File: config.mk
export PLATFORM = sky130hd
export DESIGN_NAME = alu_pipe_flat
export DESIGN_NICKNAME = d
export VERILOG_FILES = /design/src/rtl/alu_pkg.sv /design/src/rtl/alu_pipe_if.sv /design/src/rtl/alu_shifter.sv /design/src/rtl/alu_pipe.sv /design/src/flat_wrapper.sv
export SDC_FILE = /design/constraint.sdc
export NUM_CORES = 1
export LEC_CHECK = 0
export BUFFER_PORTS_ARGS = -buffer_cell sky130_fd_sc_hd__clkbuf_2
export CAP_MARGIN = 15
export CORE_MARGIN = 2
export CORE_UTILIZATION = 60
export CTS_CLUSTER_DIAMETER = 50
export DETAILED_ROUTE_END_ITERATION = 10
export PLACE_DENSITY = 0.83
export SLEW_MARGIN = 20
export SYNTH_ARGS = -nofsm -noshare
export SYNTH_HDL_FRONTEND = slang
export SYNTH_SLANG_ARGS = --single-unit
export TNS_END_PERCENT = 1
File: constraint.sdc
create_clock -name clk -period 6.4 [get_ports clk]
set_input_delay 1.28 -clock clk [delete_from_list [all_inputs] [get_ports clk]]
set_output_delay 1.28 -clock clk [all_outputs]
set_load 0.01 [all_outputs]
File: src/rtl/alu_pkg.sv
// Opcode encodings and flag bit positions shared by alu_pipe, its shifter and the bench.
package alu_pkg;

  localparam logic [4:0] ADD  = 5'd0;
  localparam logic [4:0] ADC  = 5'd1;
  localparam logic [4:0] SUB  = 5'd2;
  localparam logic [4:0] SBB  = 5'd3;
  localparam logic [4:0] NEG  = 5'd4;
  localparam logic [4:0] INC  = 5'd5;
  localparam logic [4:0] DEC  = 5'd6;
  localparam logic [4:0] PASS = 5'd7;
  localparam logic [4:0] AND  = 5'd8;
  localparam logic [4:0] OR   = 5'd9;
  localparam logic [4:0] XOR  = 5'd10;
  localparam logic [4:0] COMP = 5'd11;
  localparam logic [4:0] ASL  = 5'd12;
  localparam logic [4:0] ASR  = 5'd13;
  localparam logic [4:0] LSL  = 5'd14;
  localparam logic [4:0] LSR  = 5'd15;
  localparam logic [4:0] ROL  = 5'd16;
  localparam logic [4:0] ROR  = 5'd17;
  localparam logic [4:0] RCL  = 5'd18;
  localparam logic [4:0] RCR  = 5'd19;
  localparam logic [4:0] OP_LAST = 5'd19;

  localparam int FLAG_C    = 0;
  localparam int FLAG_Z    = 1;
  localparam int FLAG_N    = 2;
  localparam int FLAG_V    = 3;
  localparam int FLAG_P    = 4;
  localparam int NUM_FLAGS = 5;

endpackage

File: src/rtl/alu_pipe_if.sv
// Operation/result handshake bundle for alu_pipe; master drives operations, slave is the ALU.
interface alu_pipe_if #(parameter int WIDTH = 8);

  logic             in_valid;
  logic             in_ready;
  logic [4:0]       opcode;
  logic [WIDTH-1:0] operand_a;
  logic [WIDTH-1:0] operand_b;
  logic             carry_in;
  logic             out_valid;
  logic             out_ready;
  logic [WIDTH-1:0] result;
  logic             flag_c;
  logic             flag_z;
  logic             flag_n;
  logic             flag_v;
  logic             flag_p;
  logic             illegal;

  modport master (
    output in_valid, opcode, operand_a, operand_b, carry_in, out_ready,
    input  in_ready, out_valid, result, flag_c, flag_z, flag_n, flag_v, flag_p, illegal
  );

  modport slave (
    input  in_valid, opcode, operand_a, operand_b, carry_in, out_ready,
    output in_ready, out_valid, result, flag_c, flag_z, flag_n, flag_v, flag_p, illegal
  );

endinterface

File: src/rtl/alu_shifter.sv
// Combinational shift/rotate unit for alu_pipe opcodes ASL..RCR; returns result, carry and ASL overflow.
module alu_shifter
  import alu_pkg::*;
#(
  parameter int WIDTH = 8,
  parameter int SHW   = $clog2(WIDTH)
) (
  input  logic [4:0]       i_op,
  input  logic [WIDTH-1:0] i_a,
  input  logic [SHW-1:0]   i_amt,
  input  logic             i_cin,
  output logic [WIDTH-1:0] o_result,
  output logic             o_carry,
  output logic             o_overflow
);

  logic [WIDTH:0]   w_left;
  logic [WIDTH:0]   w_right;
  logic [WIDTH:0]   w_rightArith;
  logic [WIDTH-1:0] w_rol;
  logic [WIDTH-1:0] w_ror;
  logic             w_aslV;

  // One extra bit on the outgoing side of each shift catches the last bit shifted out.
  always_comb begin
    w_left       = {1'b0, i_a} << i_amt;
    w_right      = {i_a, 1'b0} >> i_amt;
    w_rightArith = $signed({i_a, 1'b0}) >>> i_amt;
    w_rol        = (i_a << i_amt) | (i_a >> (WIDTH - int'(i_amt)));
    w_ror        = (i_a >> i_amt) | (i_a << (WIDTH - int'(i_amt)));
    w_aslV       = 1'b0;
    for (int i = 0; i < WIDTH; i++) begin
      if ((i >= WIDTH - int'(i_amt)) && (i_a[i] != w_left[WIDTH-1])) begin
        w_aslV = 1'b1;
      end
    end
  end

  always_comb begin
    o_result   = '0;
    o_carry    = 1'b0;
    o_overflow = 1'b0;
    case (i_op)
      ASL: begin
        o_result   = w_left[WIDTH-1:0];
        o_carry    = w_left[WIDTH];
        o_overflow = w_aslV;
      end
      LSL: begin
        o_result = w_left[WIDTH-1:0];
        o_carry  = w_left[WIDTH];
      end
      ASR: begin
        o_result = w_rightArith[WIDTH:1];
        o_carry  = w_rightArith[0];
      end
      LSR: begin
        o_result = w_right[WIDTH:1];
        o_carry  = w_right[0];
      end
      ROL: begin
        o_result = w_rol;
        o_carry  = w_rol[0];
      end
      ROR: begin
        o_result = w_ror;
        o_carry  = w_ror[WIDTH-1];
      end
      RCL: begin
        o_result = {i_a[WIDTH-2:0], i_cin};
        o_carry  = i_a[WIDTH-1];
      end
      RCR: begin
        o_result = {i_cin, i_a[WIDTH-1:1]};
        o_carry  = i_a[0];
      end
      default: begin
        o_result   = '0;
        o_carry    = 1'b0;
        o_overflow = 1'b0;
      end
    endcase
  end

endmodule

File: src/rtl/alu_pipe.sv
// Two-stage pipelined integer ALU with valid/ready handshake and full flag set.
// Optional build macro SAT_ARITH_EN: signed saturation for ADD/ADC/SUB/SBB/NEG/INC/DEC.
module alu_pipe
  import alu_pkg::*;
#(
  parameter int WIDTH = 8,
  parameter int SHW   = $clog2(WIDTH)
) (
  input logic       clk,
  input logic       rst,
  alu_pipe_if.slave bus
);

  localparam logic [WIDTH-1:0] MAXV = {1'b0, {(WIDTH-1){1'b1}}};
  localparam logic [WIDTH-1:0] MINV = {1'b1, {(WIDTH-1){1'b0}}};
  localparam logic [WIDTH:0]   ONE  = {{WIDTH{1'b0}}, 1'b1};

  logic                 r_s1Valid;
  logic [4:0]           r_s1Op;
  logic [WIDTH-1:0]     r_s1A;
  logic [WIDTH-1:0]     r_s1B;
  logic                 r_s1Cin;
  logic                 r_outValid;
  logic [WIDTH-1:0]     r_result;
  logic [NUM_FLAGS-1:0] r_flags;
  logic                 r_illegal;

  logic                 w_advance;
  logic [WIDTH:0]       w_arith;
  logic [WIDTH:0]       w_cinExt;
  logic [WIDTH-1:0]     w_result;
  logic                 w_c;
  logic                 w_v;
  logic                 w_illegal;
  logic [NUM_FLAGS-1:0] w_flags;
  logic                 w_aSign;
  logic                 w_bSign;
  logic [WIDTH-1:0]     w_shResult;
  logic                 w_shCarry;
  logic                 w_shOverflow;

  assign w_advance = !r_outValid || bus.out_ready;
  assign w_cinExt  = {{WIDTH{1'b0}}, r_s1Cin};
  assign w_aSign   = r_s1A[WIDTH-1];
  assign w_bSign   = r_s1B[WIDTH-1];

  alu_shifter #(
    .WIDTH (WIDTH),
    .SHW   (SHW)
  ) u_shifter (
    .i_op       (r_s1Op),
    .i_a        (r_s1A),
    .i_amt      (r_s1B[SHW-1:0]),
    .i_cin      (r_s1Cin),
    .o_result   (w_shResult),
    .o_carry    (w_shCarry),
    .o_overflow (w_shOverflow)
  );

  // Stage 2 datapath: arithmetic runs at WIDTH+1 bits so the top bit is carry/borrow.
  always_comb begin
    w_arith   = '0;
    w_result  = '0;
    w_c       = 1'b0;
    w_v       = 1'b0;
    w_illegal = 1'b0;
    case (r_s1Op)
      ADD, ADC: begin
        w_arith  = {1'b0, r_s1A} + {1'b0, r_s1B} + ((r_s1Op == ADC) ? w_cinExt : '0);
        w_result = w_arith[WIDTH-1:0];
        w_c      = w_arith[WIDTH];
        w_v      = (w_aSign == w_bSign) && (w_arith[WIDTH-1] != w_aSign);
      end
      SUB, SBB: begin
        w_arith  = {1'b0, r_s1A} - {1'b0, r_s1B} - ((r_s1Op == SBB) ? w_cinExt : '0);
        w_result = w_arith[WIDTH-1:0];
        w_c      = w_arith[WIDTH];
        w_v      = (w_aSign != w_bSign) && (w_arith[WIDTH-1] != w_aSign);
      end
      NEG: begin
        w_arith  = '0 - {1'b0, r_s1A};
        w_result = w_arith[WIDTH-1:0];
        w_c      = (r_s1A != '0);
        w_v      = (r_s1A == MINV);
      end
      INC: begin
        w_arith  = {1'b0, r_s1A} + ONE;
        w_result = w_arith[WIDTH-1:0];
        w_c      = (r_s1A == '1);
        w_v      = (r_s1A == MAXV);
      end
      DEC: begin
        w_arith  = {1'b0, r_s1A} - ONE;
        w_result = w_arith[WIDTH-1:0];
        w_c      = (r_s1A == '0);
        w_v      = (r_s1A == MINV);
      end
      PASS: w_result = r_s1A;
      AND:  w_result = r_s1A & r_s1B;
      OR:   w_result = r_s1A | r_s1B;
      XOR:  w_result = r_s1A ^ r_s1B;
      COMP: w_result = ~r_s1A;
      ASL, ASR, LSL, LSR, ROL, ROR, RCL, RCR: begin
        w_result = w_shResult;
        w_c      = w_shCarry;
        w_v      = w_shOverflow;
      end
      default: w_illegal = 1'b1;
    endcase

`ifdef SAT_ARITH_EN
    // Wrapped sign is the opposite of the true sign, so it picks the clamp direction.
    if ((r_s1Op <= DEC) && w_v) begin
      w_result = w_result[WIDTH-1] ? MAXV : MINV;
    end
`endif

    w_flags         = '0;
    w_flags[FLAG_C] = w_c;
    w_flags[FLAG_V] = w_v;
    w_flags[FLAG_Z] = (w_result == '0);
    w_flags[FLAG_N] = w_result[WIDTH-1];
    w_flags[FLAG_P] = ~^w_result;
    if (w_illegal) begin
      w_flags         = '0;
      w_flags[FLAG_Z] = 1'b1;
    end
  end

  // Control and result registers; both stages hold together while the consumer stalls.
  always_ff @(posedge clk) begin
    if (rst) begin
      r_s1Valid  <= 1'b0;
      r_outValid <= 1'b0;
      r_result   <= '0;
      r_flags    <= '0;
      r_illegal  <= 1'b0;
    end else if (w_advance) begin
      r_s1Valid  <= bus.in_valid;
      r_outValid <= r_s1Valid;
      if (r_s1Valid) begin
        r_result  <= w_result;
        r_flags   <= w_flags;
        r_illegal <= w_illegal;
      end
    end
  end

  always_ff @(posedge clk) begin
    if (w_advance && bus.in_valid) begin
      r_s1Op  <= bus.opcode;
      r_s1A   <= bus.operand_a;
      r_s1B   <= bus.operand_b;
      r_s1Cin <= bus.carry_in;
    end
  end

  assign bus.in_ready  = w_advance;
  assign bus.out_valid = r_outValid;
  assign bus.result    = r_result;
  assign bus.flag_c    = r_flags[FLAG_C];
  assign bus.flag_z    = r_flags[FLAG_Z];
  assign bus.flag_n    = r_flags[FLAG_N];
  assign bus.flag_v    = r_flags[FLAG_V];
  assign bus.flag_p    = r_flags[FLAG_P];
  assign bus.illegal   = r_illegal;

endmodule

File: src/flat_wrapper.sv
// flat-port wrapper written by rule: the top's interface ports become plain ports
module alu_pipe_flat import alu_pkg::*;
#(
  parameter int WIDTH = 8,
  parameter int SHW   = $clog2(WIDTH)
)
  (clk, rst, bus_in_valid, bus_opcode, bus_operand_a, bus_operand_b, bus_carry_in, bus_out_ready, bus_in_ready, bus_out_valid, bus_result, bus_flag_c, bus_flag_z, bus_flag_n, bus_flag_v, bus_flag_p, bus_illegal);
  alu_pipe_if #(.WIDTH(WIDTH)) bus_i ();
  input logic clk;
  input logic rst;
  input wire logic [$bits(bus_i.in_valid)-1:0] bus_in_valid;
  input wire logic [$bits(bus_i.opcode)-1:0] bus_opcode;
  input wire logic [$bits(bus_i.operand_a)-1:0] bus_operand_a;
  input wire logic [$bits(bus_i.operand_b)-1:0] bus_operand_b;
  input wire logic [$bits(bus_i.carry_in)-1:0] bus_carry_in;
  input wire logic [$bits(bus_i.out_ready)-1:0] bus_out_ready;
  output wire logic [$bits(bus_i.in_ready)-1:0] bus_in_ready;
  output wire logic [$bits(bus_i.out_valid)-1:0] bus_out_valid;
  output wire logic [$bits(bus_i.result)-1:0] bus_result;
  output wire logic [$bits(bus_i.flag_c)-1:0] bus_flag_c;
  output wire logic [$bits(bus_i.flag_z)-1:0] bus_flag_z;
  output wire logic [$bits(bus_i.flag_n)-1:0] bus_flag_n;
  output wire logic [$bits(bus_i.flag_v)-1:0] bus_flag_v;
  output wire logic [$bits(bus_i.flag_p)-1:0] bus_flag_p;
  output wire logic [$bits(bus_i.illegal)-1:0] bus_illegal;
  assign bus_i.in_valid = bus_in_valid;
  assign bus_i.opcode = bus_opcode;
  assign bus_i.operand_a = bus_operand_a;
  assign bus_i.operand_b = bus_operand_b;
  assign bus_i.carry_in = bus_carry_in;
  assign bus_i.out_ready = bus_out_ready;
  assign bus_in_ready = bus_i.in_ready;
  assign bus_out_valid = bus_i.out_valid;
  assign bus_result = bus_i.result;
  assign bus_flag_c = bus_i.flag_c;
  assign bus_flag_z = bus_i.flag_z;
  assign bus_flag_n = bus_i.flag_n;
  assign bus_flag_v = bus_i.flag_v;
  assign bus_flag_p = bus_i.flag_p;
  assign bus_illegal = bus_i.illegal;
  alu_pipe #(.WIDTH(WIDTH), .SHW(SHW)) u_core (.clk(clk), .rst(rst), .bus(bus_i));
endmodule
==> impl_results.html, run 1 <==
<table>
<tr><th>Metric</th><th>Value</th></tr>
<tr><th colspan="2">Pwr</th></tr>
<tr><td>Cell Pwr Density</td><td>171 mW/mm²</td></tr>
<tr><td>Worst vdd rail ir drop</td><td>0.125 mV</td></tr>
<tr><td>Total net switching power</td><td>0.000360 W</td></tr>
<tr><td>Internal power consumption</td><td>0.000541 W</td></tr>
<tr><td>Switching share of power</td><td>0.399</td></tr>
<tr><td>Register share of total power</td><td>0.340</td></tr>
<tr><td>Leakage Power</td><td>2.07 nW</td></tr>
<tr><td>Gate power share</td><td>0.427</td></tr>
<tr><td>Total power</td><td>0.000901 W</td></tr>
<tr><td>Share of power burned in the clock network</td><td>0.233</td></tr>
<tr><th colspan="2">Clock network</th></tr>
<tr><td>Buffer depth of the longest clock path</td><td>2</td></tr>
<tr><td>Post-CTS repair timing setup buffer count</td><td>0</td></tr>
<tr><td>Number of buffers added to fix hold violations after cts</td><td>0</td></tr>
<tr><td>Number of sinks on the clock net</td><td>38</td></tr>
<tr><td>H-tree Lvls</td><td>2</td></tr>
<tr><td>Clock insertion delay at the later pin of the skew report</td><td>0.30 ns</td></tr>
<tr><td>TritonCTS buffer count</td><td>5</td></tr>
<tr><td>Clock-pin transition on the worst setup and hold timing paths</td><td>0.09 ns</td></tr>
<tr><td>Number of gates resized after cts</td><td>0</td></tr>
<tr><td>Root Driver</td><td>clkbuf_8</td></tr>
<tr><td>CTS tree</td><td>done</td></tr>
<tr><th colspan="2">Finish</th></tr>
<tr><td>Ant. Diodes</td><td>0</td></tr>
<tr><td>Non-Filler Cell Area, Final</td><td>0.00527 mm²</td></tr>
<tr><td># nets final</td><td>679</td></tr>
<tr><td>Final instance count without filler cells</td><td>708</td></tr>
<tr><td>Growth of design area from synthesis to finish</td><td>6.88%</td></tr>
<tr><td>Fraction of final layout cells sized beyond drive strength 1</td><td>0.153</td></tr>
<tr><th colspan="2">Placed design</th></tr>
<tr><td>Port buffer count</td><td>41</td></tr>
<tr><td>Detailed placement HPWL</td><td>13300 µm</td></tr>
<tr><td>Post-Place Cells</td><td>700</td></tr>
<tr><td>Final estimated routing congestion in global placement</td><td>1.08</td></tr>
<tr><td>Placement-stage cell area</td><td>0.00515 mm²</td></tr>
<tr><th colspan="2">Setup path</th></tr>
<tr><td>Cell chain of the critical path</td><td>buf_4, inv_1, ha_1, inv_1, mux4_2, o211ai_1, o2111ai_1, or4b_1, a221oi_2, and2_1, ha_1, xnor2_1, xnor2_1, nand3_1, a21oi_1</td></tr>
<tr><td>Critical Path Source Type</td><td>register</td></tr>
<tr><td>Setup slack on the worst flop-to-flop path</td><td>1.50 ns</td></tr>
<tr><td>Critical path arrival</td><td>5.13 ns</td></tr>
<tr><td>Maximum fanout along the worst path</td><td>22</td></tr>
<tr><td>CP Capture Type</td><td>register</td></tr>
<tr><td>Critical path type</td><td>reg -&gt; reg</td></tr>
<tr><td>Cell with the largest stage delay on the worst path</td><td>ha_1</td></tr>
<tr><td>Critical path's largest stage delay</td><td>0.82 ns</td></tr>
<tr><td>Required arrival time at the worst endpoint</td><td>6.63 ns</td></tr>
<tr><th colspan="2">Synthesis</th></tr>
<tr><td>Most area-consuming cells after synthesis</td><td>edfxtp_1, ha_1, dfxtp_1</td></tr>
<tr><td>Post-synthesis sequential element count</td><td>38</td></tr>
<tr><td>Primary FF master, synth</td><td>edfxtp_1</td></tr>
<tr><td>Cell area after synthesis</td><td>0.00493 mm²</td></tr>
<tr><td>Most numerous cell types in the synthesized netlist</td><td>nor2_1, ha_1, nand2_1, o21ai_0</td></tr>
<tr><td>Number of library cell types mapped by synthesis</td><td>74</td></tr>
<tr><td>FFs w/ async S/R, synth</td><td>0</td></tr>
<tr><td>Most common cell in the synthesized netlist</td><td>nor2_1</td></tr>
<tr><td>Total nets after synthesis</td><td>663</td></tr>
<tr><td>Synthesized instance count</td><td>586</td></tr>
<tr><td>Share of the synthesized area in the top cell type</td><td>0.134</td></tr>
<tr><td>Cell type contributing the most total cell area after synthesis</td><td>edfxtp_1</td></tr>
<tr><td>Total number of yosys warnings</td><td>0</td></tr>
<tr><td>Proportion of synthesized chip area in sequential cells</td><td>0.199</td></tr>
<tr><td>Post-synthesis area per instance</td><td>8.41 µm²</td></tr>
<tr><td>Number of enable-type register cells in the synthesized netlist</td><td>22</td></tr>
<tr><th colspan="2">Route</th></tr>
<tr><td>Total wire length</td><td>18100 µm</td></tr>
<tr><td>Post-route antenna net violation count</td><td>0</td></tr>
<tr><td>Via density per instance</td><td>7.44</td></tr>
<tr><td>Drt drc</td><td>0</td></tr>
<tr><td>Routed wire length per instance</td><td>25.5 µm</td></tr>
<tr><td>Number of DRC markers in iteration 0</td><td>793</td></tr>
<tr><td>Number of search-and-repair iterations in the first detailed-routing pass</td><td>6</td></tr>
<tr><td>Vias</td><td>5271</td></tr>
<tr><th colspan="2">Floorplanning</th></tr>
<tr><td>Top-level I/O count</td><td>42</td></tr>
<tr><td>Die ar.</td><td>0.00895 mm²</td></tr>
<tr><td>Vert. Die Dim</td><td>94.6 µm</td></tr>
<tr><td>Starting Density</td><td>0.609</td></tr>
<tr><td>Row count</td><td>33</td></tr>
<tr><td>Width of the die</td><td>94.6 µm</td></tr>
<tr><td>Total core area</td><td>0.00809 mm²</td></tr>
<tr><th colspan="2">STA</th></tr>
<tr><td>Ratio of final minimum period to clock period</td><td>0.765</td></tr>
<tr><td>Worst hold-check slack</td><td>0.504 ns</td></tr>
<tr><td>Transition time of the tightest slew-check pin</td><td>1.03 ns</td></tr>
<tr><td>Setup repair after global routing missed its margin</td><td>false</td></tr>
<tr><td>Number of pins exceeding their max-slew limit in the final report</td><td>0</td></tr>
<tr><td>Fmax achieved</td><td>0.204 GHz</td></tr>
<tr><td>Total negative slack</td><td>0 ns</td></tr>
<tr><td>Number of hold-slack violations in the final timing report</td><td>0</td></tr>
<tr><td>Worst slew margin relative to its limit</td><td>0.309</td></tr>
<tr><td>Time the final worst path needs with I/O delays and setup</td><td>4.90 ns</td></tr>
<tr><td>Clock skew</td><td>0.00635 ns</td></tr>
<tr><td>Final setup viols</td><td>0</td></tr>
<tr><th colspan="2">Status</th></tr>
<tr><td>Outcome</td><td>finished clean</td></tr>
<tr><th colspan="2">Min path</th></tr>
<tr><td>Class of the tightest hold or removal check</td><td>reg -&gt; reg</td></tr>
<tr><th colspan="2">GRT</th></tr>
<tr><td>Via count of the first global-routing pass</td><td>4965</td></tr>
<tr><td>Largest net degree at the start of global routing</td><td>31</td></tr>
<tr><td>Leftover overflow at the end of global routing</td><td>0</td></tr>
<tr><td>Initial antenna violation count</td><td>0</td></tr>
<tr><td>First-pass GRT wire length</td><td>27600 µm</td></tr>
<tr><td>Combined global-route utilization of all metal layers</td><td>0.413</td></tr>
<tr><th colspan="2">Run</th></tr>
<tr><td>Max capacitance violation total</td><td>0</td></tr>
</table>
[worst max-delay path: cells and delay by family (launching register included)]
family	cells	cell delay [ns]
buffers and inverters	3	1.06
adders and majority gates	2	1.05
and+or+nand+nor	3	0.84
AOI/OAI and AO/OA	4	0.77
muxes	1	0.43
DFF	1	0.35
xor gates and xnor gates	2	0.31
[logic make-up after synthesis]
group           count (synthesis)  share of synthesized area
simple gates                  202                      0.216
buf+inv                        66                     0.0551
mux                            31                     0.0965
flops                          38                      0.199
fa+ha+maj                      51                      0.137
xor+xnor                       24                     0.0427
compound gates                174                      0.254
[through the flow]
stage | utilization | worst slack [ns]
floorplan | - | 2.54
global placement | 0.637 | 1.66
detailed placement | 0.637 | 1.66
CTS | 0.651 | 1.62
global route | 0.651 | 1.27
finish | 0.651 | 1.50
[cell type report]
cell class              instances  area, µm²
well taps                     105        131
inverters                      25       93.8
flip-flops and latches         38        981
repair buffers                 50        273
fillers                       715       2830
clock buffers                   8        111
multi-input cells             482       3680
[metal layers]
metal,up-vias,global-route usage,share of wire
met3,118,0.0782,0.12
met1,2424,0.524,0.36
met5,-,0,0
met2,461,0.654,0.45
met4,0,0.239,0.068
li1,2268,-,-
[worst paths after layout]
kind / startpoint / end / depth (start not counted)
hold reg to reg: u_core.r_flags[2] / u_core.r_flags[2] / 2
hold / removal: u_core.r_flags[2] / u_core.r_flags[2] / 2
setup reg to reg: u_core.r_s1B[1] / u_core.r_flags[4] / 15
setup / recovery: u_core.r_s1B[1] / u_core.r_flags[4] / 15
[cells in the final DEF, fill, tap and decap left out, types with 8 or more instances in the layout]
cell	n
a21oi_1	28
o21ai_0	29
nand2_1	42
nor3_1	28
dfxtp_1	16
buf_4	9
o22ai_1	8
a211oi_1	16
inv_1	23
o211ai_1	8
xnor2_1	17
a31oi_1	11
clkbuf_2	41
mux2i_1	13
mux4_2	12
edfxtp_1	22
nand3_1	16
nor2_1	50
ha_1	46
nand2b_1	11
[power groups by stage]
stage	combinational, W	sequential (W)	clock, W
after floorplan	0.000276	0.000297	0
after global placement	0.000364	0.000308	0
after detailed placement	0.000370	0.000309	0
after CTS	0.000372	0.000304	0.000210
after global routing	0.000413	0.000307	0.000217
final	0.000385	0.000306	0.000210
[state kept, by name, summed over array words and instances, names as in the netlist]
register / flops
u_core.bus.result: 8
u_core.r_s1Valid: 1
u_core.bus.out_valid: 1
u_core.r_s1Cin: 1
u_core.r_s1Op: 5
u_core.bus.illegal: 1
u_core.r_s1B: 8
u_core.r_s1A: 8
u_core.r_flags: 5
No activity file was read; power rests on OpenSTA's default activity.
==> run 2: changes to the inputs <==
--- a/config.mk
+++ b/config.mk
@@ -8,10 +8,10 @@
 export BUFFER_PORTS_ARGS = -buffer_cell sky130_fd_sc_hd__clkbuf_2
 export CAP_MARGIN = 15
 export CORE_MARGIN = 2
-export CORE_UTILIZATION = 60
+export CORE_UTILIZATION = 56
 export CTS_CLUSTER_DIAMETER = 50
 export DETAILED_ROUTE_END_ITERATION = 10
-export PLACE_DENSITY = 0.83
+export PLACE_DENSITY = 0.81
 export SLEW_MARGIN = 20
 export SYNTH_ARGS = -nofsm -noshare
 export SYNTH_HDL_FRONTEND = slang
==> constraint.sdc (replaced) <==
create_clock -name clk -period 4.4 [get_ports clk]
set_input_delay 0.88 -clock clk [delete_from_list [all_inputs] [get_ports clk]]
set_output_delay 0.88 -clock clk [all_outputs]
set_load 0.01 [all_outputs]
==> impl_results.html, run 2 (same netlist as run 1, synthesis figures left out) <==
<table>
<tr><th>Metric</th><th>Value</th></tr>
<tr><th colspan="2">Clock network</th></tr>
<tr><td>Clock-pin transition on the worst setup and hold timing paths</td><td>0.08 ns (about the same)</td></tr>
<tr><td>Clock insertion delay at the later pin of the skew report</td><td>0.31 ns (about the same)</td></tr>
<tr><td>Buffer depth of the longest clock path</td><td>2 (unchanged)</td></tr>
<tr><td>H-tree Lvls</td><td>2 (unchanged)</td></tr>
<tr><td>Root Driver</td><td>clkbuf_8</td></tr>
<tr><td>CTS tree</td><td>done</td></tr>
<tr><td>TritonCTS buffer count</td><td>5 (unchanged)</td></tr>
<tr><td>Number of sinks on the clock net</td><td>38 (unchanged)</td></tr>
<tr><th colspan="2">GRT</th></tr>
<tr><td>Largest net degree at the start of global routing</td><td>24 (-23%)</td></tr>
<tr><td>Combined global-route utilization of all metal layers</td><td>0.395 (-0.0180)</td></tr>
<tr><td>Initial antenna violation count</td><td>0 (unchanged)</td></tr>
<tr><td>Via count of the first global-routing pass</td><td>5008 (+0.87%)</td></tr>
<tr><td>First-pass GRT wire length</td><td>29300 µm (+6.0%)</td></tr>
<tr><td>Leftover overflow at the end of global routing</td><td>0 (unchanged)</td></tr>
<tr><th colspan="2">STA</th></tr>
<tr><td>Number of pins exceeding their max-slew limit in the final report</td><td>0 (unchanged)</td></tr>
<tr><td>Final setup viols</td><td>0 (unchanged)</td></tr>
<tr><td>Setup repair after global routing missed its margin</td><td>false</td></tr>
<tr><td>Total negative slack</td><td>0 ns (unchanged)</td></tr>
<tr><td>Worst slew margin relative to its limit</td><td>0.505 (+0.196)</td></tr>
<tr><td>Worst-case setup margin in the final layout</td><td>0.231 ns (-1.27 ns)</td></tr>
<tr><td>Number of hold-slack violations in the final timing report</td><td>0 (unchanged)</td></tr>
<tr><td>Transition time of the tightest slew-check pin</td><td>0.743 ns (-0.290 ns)</td></tr>
<tr><td>Clock skew</td><td>0.0204 ns (+0.0141 ns)</td></tr>
<tr><td>Ratio of final minimum period to clock period</td><td>0.947 (+0.182)</td></tr>
<tr><td>Time the final worst path needs with I/O delays and setup</td><td>4.17 ns (-0.729 ns)</td></tr>
<tr><td>Fmax achieved</td><td>0.240 GHz (+17%)</td></tr>
<tr><th colspan="2">Setup path</th></tr>
<tr><td>Cell with the largest stage delay on the worst path</td><td>fa_1</td></tr>
<tr><td>Dominant delay contributor by cell family on the critical path</td><td>adder cells</td></tr>
<tr><td>Critical path type</td><td>reg -&gt; reg</td></tr>
<tr><td>Critical path's largest stage delay</td><td>0.44 ns (-0.38 ns)</td></tr>
<tr><td>Maximum fanout along the worst path</td><td>10 (-55%)</td></tr>
<tr><td>Cell chain of the critical path</td><td>buf_4, nor2b_1, nand3_1, fa_1, fa_1, nor2b_1, nor3_1, o21ai_0, o2111ai_1, a2111oi_2, buf_4, ha_1, xnor2_1, xnor2_1, nand3_1, a21oi_1</td></tr>
<tr><td>Required arrival time at the worst endpoint</td><td>4.63 ns (-2.00 ns)</td></tr>
<tr><td>CP Capture Type</td><td>register</td></tr>
<tr><td>Critical Path Source Type</td><td>register</td></tr>
<tr><td>Number of buffer and inverter instances along the worst setup path</td><td>2 (-1)</td></tr>
<tr><td>Critical path arrival</td><td>4.40 ns (-0.73 ns)</td></tr>
<tr><th colspan="2">Floorplanning</th></tr>
<tr><td>Vert. Die Dim</td><td>97.8 µm (+3.4%)</td></tr>
<tr><td>Top-level I/O count</td><td>42 (unchanged)</td></tr>
<tr><td>Row count</td><td>34 (+3.0%)</td></tr>
<tr><td>Width of the die</td><td>97.8 µm (+3.4%)</td></tr>
<tr><td>Starting Density</td><td>0.571 (-0.0383)</td></tr>
<tr><td>Die ar.</td><td>0.00957 mm² (+6.8%)</td></tr>
<tr><td>Total core area</td><td>0.00864 mm² (+6.7%)</td></tr>
<tr><th colspan="2">Finish</th></tr>
<tr><td>Filler cell count</td><td>758 (+6.0%)</td></tr>
<tr><td>Most frequent cells in the layout</td><td>nor2_1, ha_1, nand2_1</td></tr>
<tr><td>Ant. Diodes</td><td>0 (unchanged)</td></tr>
<tr><td># nets final</td><td>706 (+4.0%)</td></tr>
<tr><td>Most frequent standard cell in the layout excluding fill and tap cells</td><td>nor2_1</td></tr>
<tr><td>Growth of design area from synthesis to finish</td><td>11.1%</td></tr>
<tr><td>Fraction of final layout cells sized beyond drive strength 1</td><td>0.189 (+0.0363)</td></tr>
<tr><th colspan="2">Route</th></tr>
<tr><td>Total wire length</td><td>18900 µm (+4.3%)</td></tr>
<tr><td>Post-route antenna net violation count</td><td>0 (unchanged)</td></tr>
<tr><td>Via density per instance</td><td>7.24 (-2.7%)</td></tr>
<tr><td>Number of DRC markers in iteration 0</td><td>676 (-15%)</td></tr>
<tr><td>Vias</td><td>5346 (+1.4%)</td></tr>
<tr><td>Routed wire length per instance</td><td>25.5 µm (about the same)</td></tr>
<tr><td>Number of search-and-repair iterations in the first detailed-routing pass</td><td>5 (-1)</td></tr>
<tr><td>Drt drc</td><td>0 (unchanged)</td></tr>
<tr><th colspan="2">Run</th></tr>
<tr><td>Max capacitance violation total</td><td>0 (unchanged)</td></tr>
<tr><th colspan="2">Pwr</th></tr>
<tr><td>Switching share of power</td><td>0.398 (-0.00134)</td></tr>
<tr><td>Cell Pwr Density</td><td>245 mW/mm² (+43%)</td></tr>
<tr><td>Share of power burned in the clock network</td><td>0.232 (about the same)</td></tr>
<tr><td>Register share of total power</td><td>0.317 (-0.023)</td></tr>
<tr><td>Gate power share</td><td>0.451 (+0.024)</td></tr>
<tr><td>Leakage Power</td><td>2.20 nW (+6.3%)</td></tr>
<tr><td>Total net switching power</td><td>0.000535 W (+49%)</td></tr>
<tr><td>Internal power consumption</td><td>0.000809 W (+49%)</td></tr>
<tr><td>Worst vdd rail ir drop</td><td>0.166 mV (+33%)</td></tr>
<tr><th colspan="2">Placed design</th></tr>
<tr><td>Port buffer count</td><td>41 (unchanged)</td></tr>
<tr><td>Detailed placement HPWL</td><td>14200 µm (+6.8%)</td></tr>
<tr><td>Worst slack at placement</td><td>0.348 ns (-1.32 ns)</td></tr>
<tr><td>Final estimated routing congestion in global placement</td><td>1.10 (+2.1%)</td></tr>
<tr><th colspan="2">Min path</th></tr>
<tr><td>Class of the tightest hold or removal check</td><td>reg -&gt; reg</td></tr>
<tr><th colspan="2">Status</th></tr>
<tr><td>Outcome</td><td>finished clean</td></tr>
</table>
## run 2: changes by cell type in the layout (fill, tap and decap cells not counted)
cell | previous run | this run
buf_4 | 9 | 36
o21ai_1 | 4 | 5
o21ai_0 | 29 | 28
## run 2: worst paths after layout
path,startpoint,endpoint,slack (ns),cells past startpoint
worst max-delay path,u_core.r_s1Op[0],u_core.r_flags[4],0.23,16
worst min-delay path,u_core.r_flags[4],u_core.r_flags[4],0.47,2
worst max register to register,u_core.r_s1Op[0],u_core.r_flags[4],0.23,16
worst min register to register,u_core.r_flags[4],u_core.r_flags[4],0.47,2
## run 2: repair_timing
item                       in CTS  in global routing
resized for setup               0                  1
buffers inserted                0                  1
setup endpoints to repair       0                  1
hold buffers                    0                  0
## run 2: routing by layer
layer / part of all wire / vias up / global-route usage
met4: 0.051 / 0 / 0.181
li1: - / 2327 / -
met1: 0.38 / 2516 / 0.539
met5: 0 / - / 0
met2: 0.44 / 426 / 0.602
met3: 0.12 / 77 / 0.0859
## run 2: tightest hold or removal path: cells and delay by family, from the launching register on
family | cells | cell delay [ns]
flip-flops | 1 | 0.32
AND/OR/NAND/NOR | 1 | 0.05
AO/OA/AOI/OAI | 1 | 0.05
## run 2: power by group through the flow
stage / logic (W) / clock network [W] / registers (W)
2_1_floorplan: 0.000401 / 0 / 0.000432
3_3_place_gp: 0.000571 / 0 / 0.000431
3_5_place_dp: 0.000580 / 0 / 0.000433
4_1_cts: 0.000583 / 0.000305 / 0.000425
5_1_grt: 0.000646 / 0.000317 / 0.000428
6_report: 0.000605 / 0.000312 / 0.000426
## run 2: layout make-up
class                           instances  area (µm²)  share of cell area
Tap cell                              108         135              0.0247
Multi-Input combinational cell        482        3680               0.672
Sequential cell                        38         981               0.179
Timing Repair Buffer                   77         475              0.0869
Clock buffer                            8         111              0.0203
Inverter                               25        93.8              0.0171
## run 2: stage by stage
stage / cell area [µm²] / util / power [W] / std cells / hold slack, ns
final: 5470 / 0.634 / 0.00134 / 738 / 0.467
after global routing: 5470 / 0.634 / 0.00139 / 738 / 0.493
after CTS: 5470 / 0.633 / 0.00131 / 737 / 0.463
after detailed placement: 5350 / 0.620 / 0.00101 / 729 / 0.452
after global placement: 5350 / 0.620 / 0.00100 / 729 / 0.446
after floorplan: 4930 / - / 0.000833 / 586 / 0.455
==> run 3: changes to the inputs <==
--- a/config.mk
+++ b/config.mk
@@ -15,5 +15,6 @@
 export SLEW_MARGIN = 20
 export SYNTH_ARGS = -nofsm -noshare
 export SYNTH_HDL_FRONTEND = slang
+export SYNTH_HIERARCHICAL = 1
 export SYNTH_SLANG_ARGS = --single-unit
 export TNS_END_PERCENT = 1
==> impl_results.html, run 3 <==
<table>
<tr><th>Metric</th><th>Value</th></tr>
<tr><th colspan="2">Pwr</th></tr>
<tr><td>Total power</td><td>0.00139 W (+3.5%)</td></tr>
<tr><td>Leakage Power</td><td>2.41 nW (+9.3%)</td></tr>
<tr><td>Cell Pwr Density</td><td>234 mW/mm² (-4.7%)</td></tr>
<tr><td>Worst vdd rail ir drop</td><td>0.157 mV (-5.7%)</td></tr>
<tr><th colspan="2">Min path</th></tr>
<tr><td>Worst Min Path Start</td><td>u_core/r_flags[4]</td></tr>
<tr><td>Class of the tightest hold or removal check</td><td>reg -&gt; reg</td></tr>
<tr><td>Worst Hold Depth</td><td>2 (unchanged)</td></tr>
<tr><td>Destination of the worst hold path</td><td>u_core/r_flags[4]</td></tr>
<tr><th colspan="2">Clock network</th></tr>
<tr><td>Number of sinks on the clock net</td><td>38 (unchanged)</td></tr>
<tr><td>H-tree Lvls</td><td>2 (unchanged)</td></tr>
<tr><td>TritonCTS buffer count</td><td>5 (unchanged)</td></tr>
<tr><td>Post-CTS repair timing setup buffer count</td><td>0 (unchanged)</td></tr>
<tr><td>CTS tree</td><td>done</td></tr>
<tr><td>Root Driver</td><td>clkbuf_8</td></tr>
<tr><td>Clock insertion delay at the later pin of the skew report</td><td>0.30 ns (about the same)</td></tr>
<tr><td>Clock-pin transition on the worst setup and hold timing paths</td><td>0.08 ns (about the same)</td></tr>
<tr><td>Buffer depth of the longest clock path</td><td>2 (unchanged)</td></tr>
<tr><th colspan="2">GRT</th></tr>
<tr><td>Largest net degree at the start of global routing</td><td>29 (+21%)</td></tr>
<tr><td>Combined global-route utilization of all metal layers</td><td>0.351 (-0.0435)</td></tr>
<tr><td>Leftover overflow at the end of global routing</td><td>0 (unchanged)</td></tr>
<tr><td>Via count of the first global-routing pass</td><td>5342 (+6.7%)</td></tr>
<tr><td>Initial antenna violation count</td><td>0 (unchanged)</td></tr>
<tr><td>First-pass GRT wire length</td><td>28400 µm (-3.2%)</td></tr>
<tr><th colspan="2">Finish</th></tr>
<tr><td>Most frequent standard cell in the layout excluding fill and tap cells</td><td>nor2_1</td></tr>
<tr><td>Ant. Diodes</td><td>0 (unchanged)</td></tr>
<tr><td># nets final</td><td>773 (+9.5%)</td></tr>
<tr><td>End-of-flow core utilization</td><td>0.640 (+0.00642)</td></tr>
<tr><td>Fraction of final layout cells sized beyond drive strength 1</td><td>0.186 (-0.00264)</td></tr>
<tr><td>Non-Filler Cell Area, Final</td><td>0.00594 mm² (+8.6%)</td></tr>
<tr><td>Most frequent cells in the layout</td><td>nor2_1, nand2_1, ha_1</td></tr>
<tr><td>Growth of design area from synthesis to finish</td><td>10.2%</td></tr>
<tr><th colspan="2">Route</th></tr>
<tr><td>Total wire length</td><td>17900 µm (-4.9%)</td></tr>
<tr><td>Via density per instance</td><td>6.84 (-5.6%)</td></tr>
<tr><td>Number of DRC markers in iteration 0</td><td>1010 (+49%)</td></tr>
<tr><td>Number of search-and-repair iterations in the first detailed-routing pass</td><td>6 (+1)</td></tr>
<tr><td>Post-route antenna net violation count</td><td>0 (unchanged)</td></tr>
<tr><td>Drt drc</td><td>0 (unchanged)</td></tr>
<tr><td>Vias</td><td>5653 (+5.7%)</td></tr>
<tr><td>Routed wire length per instance</td><td>21.7 µm (-15%)</td></tr>
<tr><th colspan="2">Placed design</th></tr>
<tr><td>Final estimated routing congestion in global placement</td><td>1.07 (-2.8%)</td></tr>
<tr><td>Placement-stage cell area</td><td>0.00580 mm² (+8.3%)</td></tr>
<tr><td>Port buffer count</td><td>41 (unchanged)</td></tr>
<tr><td>Worst slack at placement</td><td>0.278 ns (-0.0693 ns)</td></tr>
<tr><td>Detailed placement HPWL</td><td>13300 µm (-6.4%)</td></tr>
<tr><th colspan="2">Setup path</th></tr>
<tr><td>Maximum fanout along the worst path</td><td>4 (-6)</td></tr>
<tr><td>CP Capture Type</td><td>register</td></tr>
<tr><td>Number of cells on the critical path</td><td>17 (+1)</td></tr>
<tr><td>Cell chain of the critical path</td><td>nor2_2, nand4_1, fa_1, inv_1, ha_1, nor2_1, fa_1, nand2b_1, a21oi_1, xor2_1, o21ai_0, nor3_1, ha_1, xnor2_1, xnor2_1, nand3_1, a21oi_1</td></tr>
<tr><td>Reg2Reg Launch Point</td><td>u_core/r_s1Op[4]</td></tr>
<tr><td>Required arrival time at the worst endpoint</td><td>4.63 ns (about the same)</td></tr>
<tr><td>Critical path's largest stage delay</td><td>0.55 ns (+0.11 ns)</td></tr>
<tr><td>Setup slack on the worst flop-to-flop path</td><td>0.25 ns (+0.02 ns)</td></tr>
<tr><td>Logic depth of the worst register-to-register path</td><td>17 (+1)</td></tr>
<tr><td>Critical path arrival</td><td>4.37 ns (-0.03 ns)</td></tr>
<tr><td>Cell with the largest stage delay on the worst path</td><td>nor3_1</td></tr>
<tr><td>Critical Path Source Type</td><td>register</td></tr>
<tr><td>Number of buffer and inverter instances along the worst setup path</td><td>1 (-1)</td></tr>
<tr><td>Dominant delay contributor by cell family on the critical path</td><td>adder cells</td></tr>
<tr><td>Critical path type</td><td>reg -&gt; reg</td></tr>
<tr><td>Capture point of the worst reg-to-reg path</td><td>u_core/r_flags[4]</td></tr>
<tr><th colspan="2">Synthesis</th></tr>
<tr><td>Number of library cell types mapped by synthesis</td><td>78 (+5.4%)</td></tr>
<tr><td>FFs w/ async S/R, synth</td><td>0 (unchanged)</td></tr>
<tr><td>Cell area after synthesis</td><td>0.00540 mm² (+9.5%)</td></tr>
<tr><td>Proportion of synthesized chip area in sequential cells</td><td>0.182 (-0.0173)</td></tr>
<tr><td>Total nets after synthesis</td><td>739 (+11%)</td></tr>
<tr><td>Primary FF master, synth</td><td>edfxtp_1</td></tr>
<tr><td>Synthesized instance count</td><td>663 (+13%)</td></tr>
<tr><td>Total number of yosys warnings</td><td>6 (+6)</td></tr>
<tr><td>Post-synthesis area per instance</td><td>8.14 µm² (-3.2%)</td></tr>
<tr><td>Most numerous cell types in the synthesized netlist</td><td>nor2_1, ha_1, nand2_1, a21oi_1, inv_1</td></tr>
<tr><td>Most area-consuming cells after synthesis</td><td>edfxtp_1, ha_1, dfxtp_1</td></tr>
<tr><td>Post-synthesis sequential element count</td><td>38 (unchanged)</td></tr>
<tr><td>Number of enable-type register cells in the synthesized netlist</td><td>22 (unchanged)</td></tr>
<tr><td>Share of the synthesized area in the top cell type</td><td>0.122 (-0.0116)</td></tr>
<tr><td>Cell type contributing the most total cell area after synthesis</td><td>edfxtp_1</td></tr>
<tr><td>Most common cell in the synthesized netlist</td><td>nor2_1</td></tr>
<tr><th colspan="2">Status</th></tr>
<tr><td>Outcome</td><td>finished clean</td></tr>
<tr><th colspan="2">STA</th></tr>
<tr><td>Setup repair after global routing missed its margin</td><td>false</td></tr>
<tr><td>Clock skew</td><td>0.00502 ns (-0.0154 ns)</td></tr>
<tr><td>Final setup viols</td><td>0 (unchanged)</td></tr>
<tr><td>Ratio of final minimum period to clock period</td><td>0.943 (-0.00490)</td></tr>
<tr><td>Number of pins exceeding their max-slew limit in the final report</td><td>0 (unchanged)</td></tr>
<tr><td>Fmax achieved</td><td>0.241 GHz (+0.52%)</td></tr>
<tr><td>Worst-case setup margin in the final layout</td><td>0.253 ns (+0.0215 ns)</td></tr>
<tr><td>Total negative slack</td><td>0 ns (unchanged)</td></tr>
<tr><td>Worst slew margin relative to its limit</td><td>0.312 (-0.193)</td></tr>
<tr><td>Number of hold-slack violations in the final timing report</td><td>0 (unchanged)</td></tr>
<tr><td>Transition time of the tightest slew-check pin</td><td>1.03 ns (+0.289 ns)</td></tr>
<tr><td>Time the final worst path needs with I/O delays and setup</td><td>4.15 ns (-0.0215 ns)</td></tr>
<tr><th colspan="2">Floorplanning</th></tr>
<tr><td>Die ar.</td><td>0.0104 mm² (+9.1%)</td></tr>
<tr><td>Top-level I/O count</td><td>42 (unchanged)</td></tr>
<tr><td>Vert. Die Dim</td><td>102 µm (+4.5%)</td></tr>
<tr><td>Total core area</td><td>0.00928 mm² (+7.5%)</td></tr>
<tr><td>Starting Density</td><td>0.581 (+0.0106)</td></tr>
<tr><td>Row count</td><td>35 (+2.9%)</td></tr>
<tr><td>Width of the die</td><td>102 µm (+4.5%)</td></tr>
<tr><th colspan="2">Run</th></tr>
<tr><td>Max capacitance violation total</td><td>0 (unchanged)</td></tr>
</table>
[run 3: changes by cell type after synthesis, moves of 10 or more]
cell / delta
inv_1: +17
nor2_1: +10
a21oi_1: +12
mux2i_1: +14
[run 3: worst register-to-register path: cells and delay by family, from the launching register on]
| kind | cells | cell delay [ns] |
|---|---|---|
| adders and majority gates | 4 | 1.30 |
| DFF | 1 | 0.40 |
| xor gates and xnor gates | 3 | 0.53 |
| AOI/OAI and AO/OA | 3 | 0.50 |
| and+or+nand+nor | 6 | 1.29 |
| buffers and inverters | 1 | 0.05 |
[run 3: repair_timing]
item | 4_1_cts | 5_1_grt
endpoints found under the setup margin | 0 | 1
gates resized for setup | 0 | 4
hold buffers | 0 | 0
[run 3: per-layer routing]
layer / GRT usage / part of all wire
met1: 0.499 / 0.41
met2: 0.533 / 0.43
met4: 0.122 / 0.037
met3: 0.0711 / 0.12
met5: 0 / 0
[run 3: cells by family (layout without fill, tap and decap cells)]
| kind of cell | count (synthesis) | count (layout) | share of synthesized area |
|---|---|---|---|
| simple gates | 207 | 207 | 0.197 |
| compound gates | 205 | 205 | 0.267 |
| buf+inv | 90 | 125 | 0.0696 |
| fa+ha+maj | 50 | 50 | 0.123 |
| mux | 49 | 49 | 0.119 |
| flops | 38 | 38 | 0.182 |
| xor+xnor | 24 | 24 | 0.0429 |
[run 3: stage by stage]
step	hold WS [ns]	instances
final	0.482	827
after CTS	0.484	827
after global routing	0.494	827
after detailed placement	0.469	819
after floorplan	0.455	663
after global placement	0.465	819
[run 3: layout make-up]
class / count / area (µm²)
clock buffer: 8 / 133
fill: 790 / 3340
inverter: 43 / 161
multi-input combinational: 535 / 4060
sequential: 38 / 981
tap: 129 / 161
timing repair buffer: 74 / 453
[run 3: how the worst max path moves through the flow]
| stage | slack [ns] | start | end |
|---|---|---|---|
| 6_report | 0.25 | u_core/r_s1Op[4] | u_core/r_flags[4] |
| 5_1_grt | 0.01 | u_core/r_s1Op[4] | u_core/r_flags[4] |
| 4_1_cts | 0.26 | u_core/r_s1B[1] | u_core/r_flags[4] |
| 3_5_place_dp | 0.28 | u_core/r_s1B[1] | u_core/r_flags[4] |
| 3_3_place_gp | 0.36 | u_core/r_s1B[0] | u_core/r_flags[4] |
| 2_1_floorplan | 0.51 | u_core/r_s1B[1] | u_core/r_flags[4] |
[run 3: report_power, final]
part	total, W	leakage (nW)	internal [W]	switching [W]
combinational	0.000628	2.00	0.000255	0.000373
sequential	0.000427	0.345	0.000401	0.0000254
clock	0.000336	0.0678	0.000196	0.000139
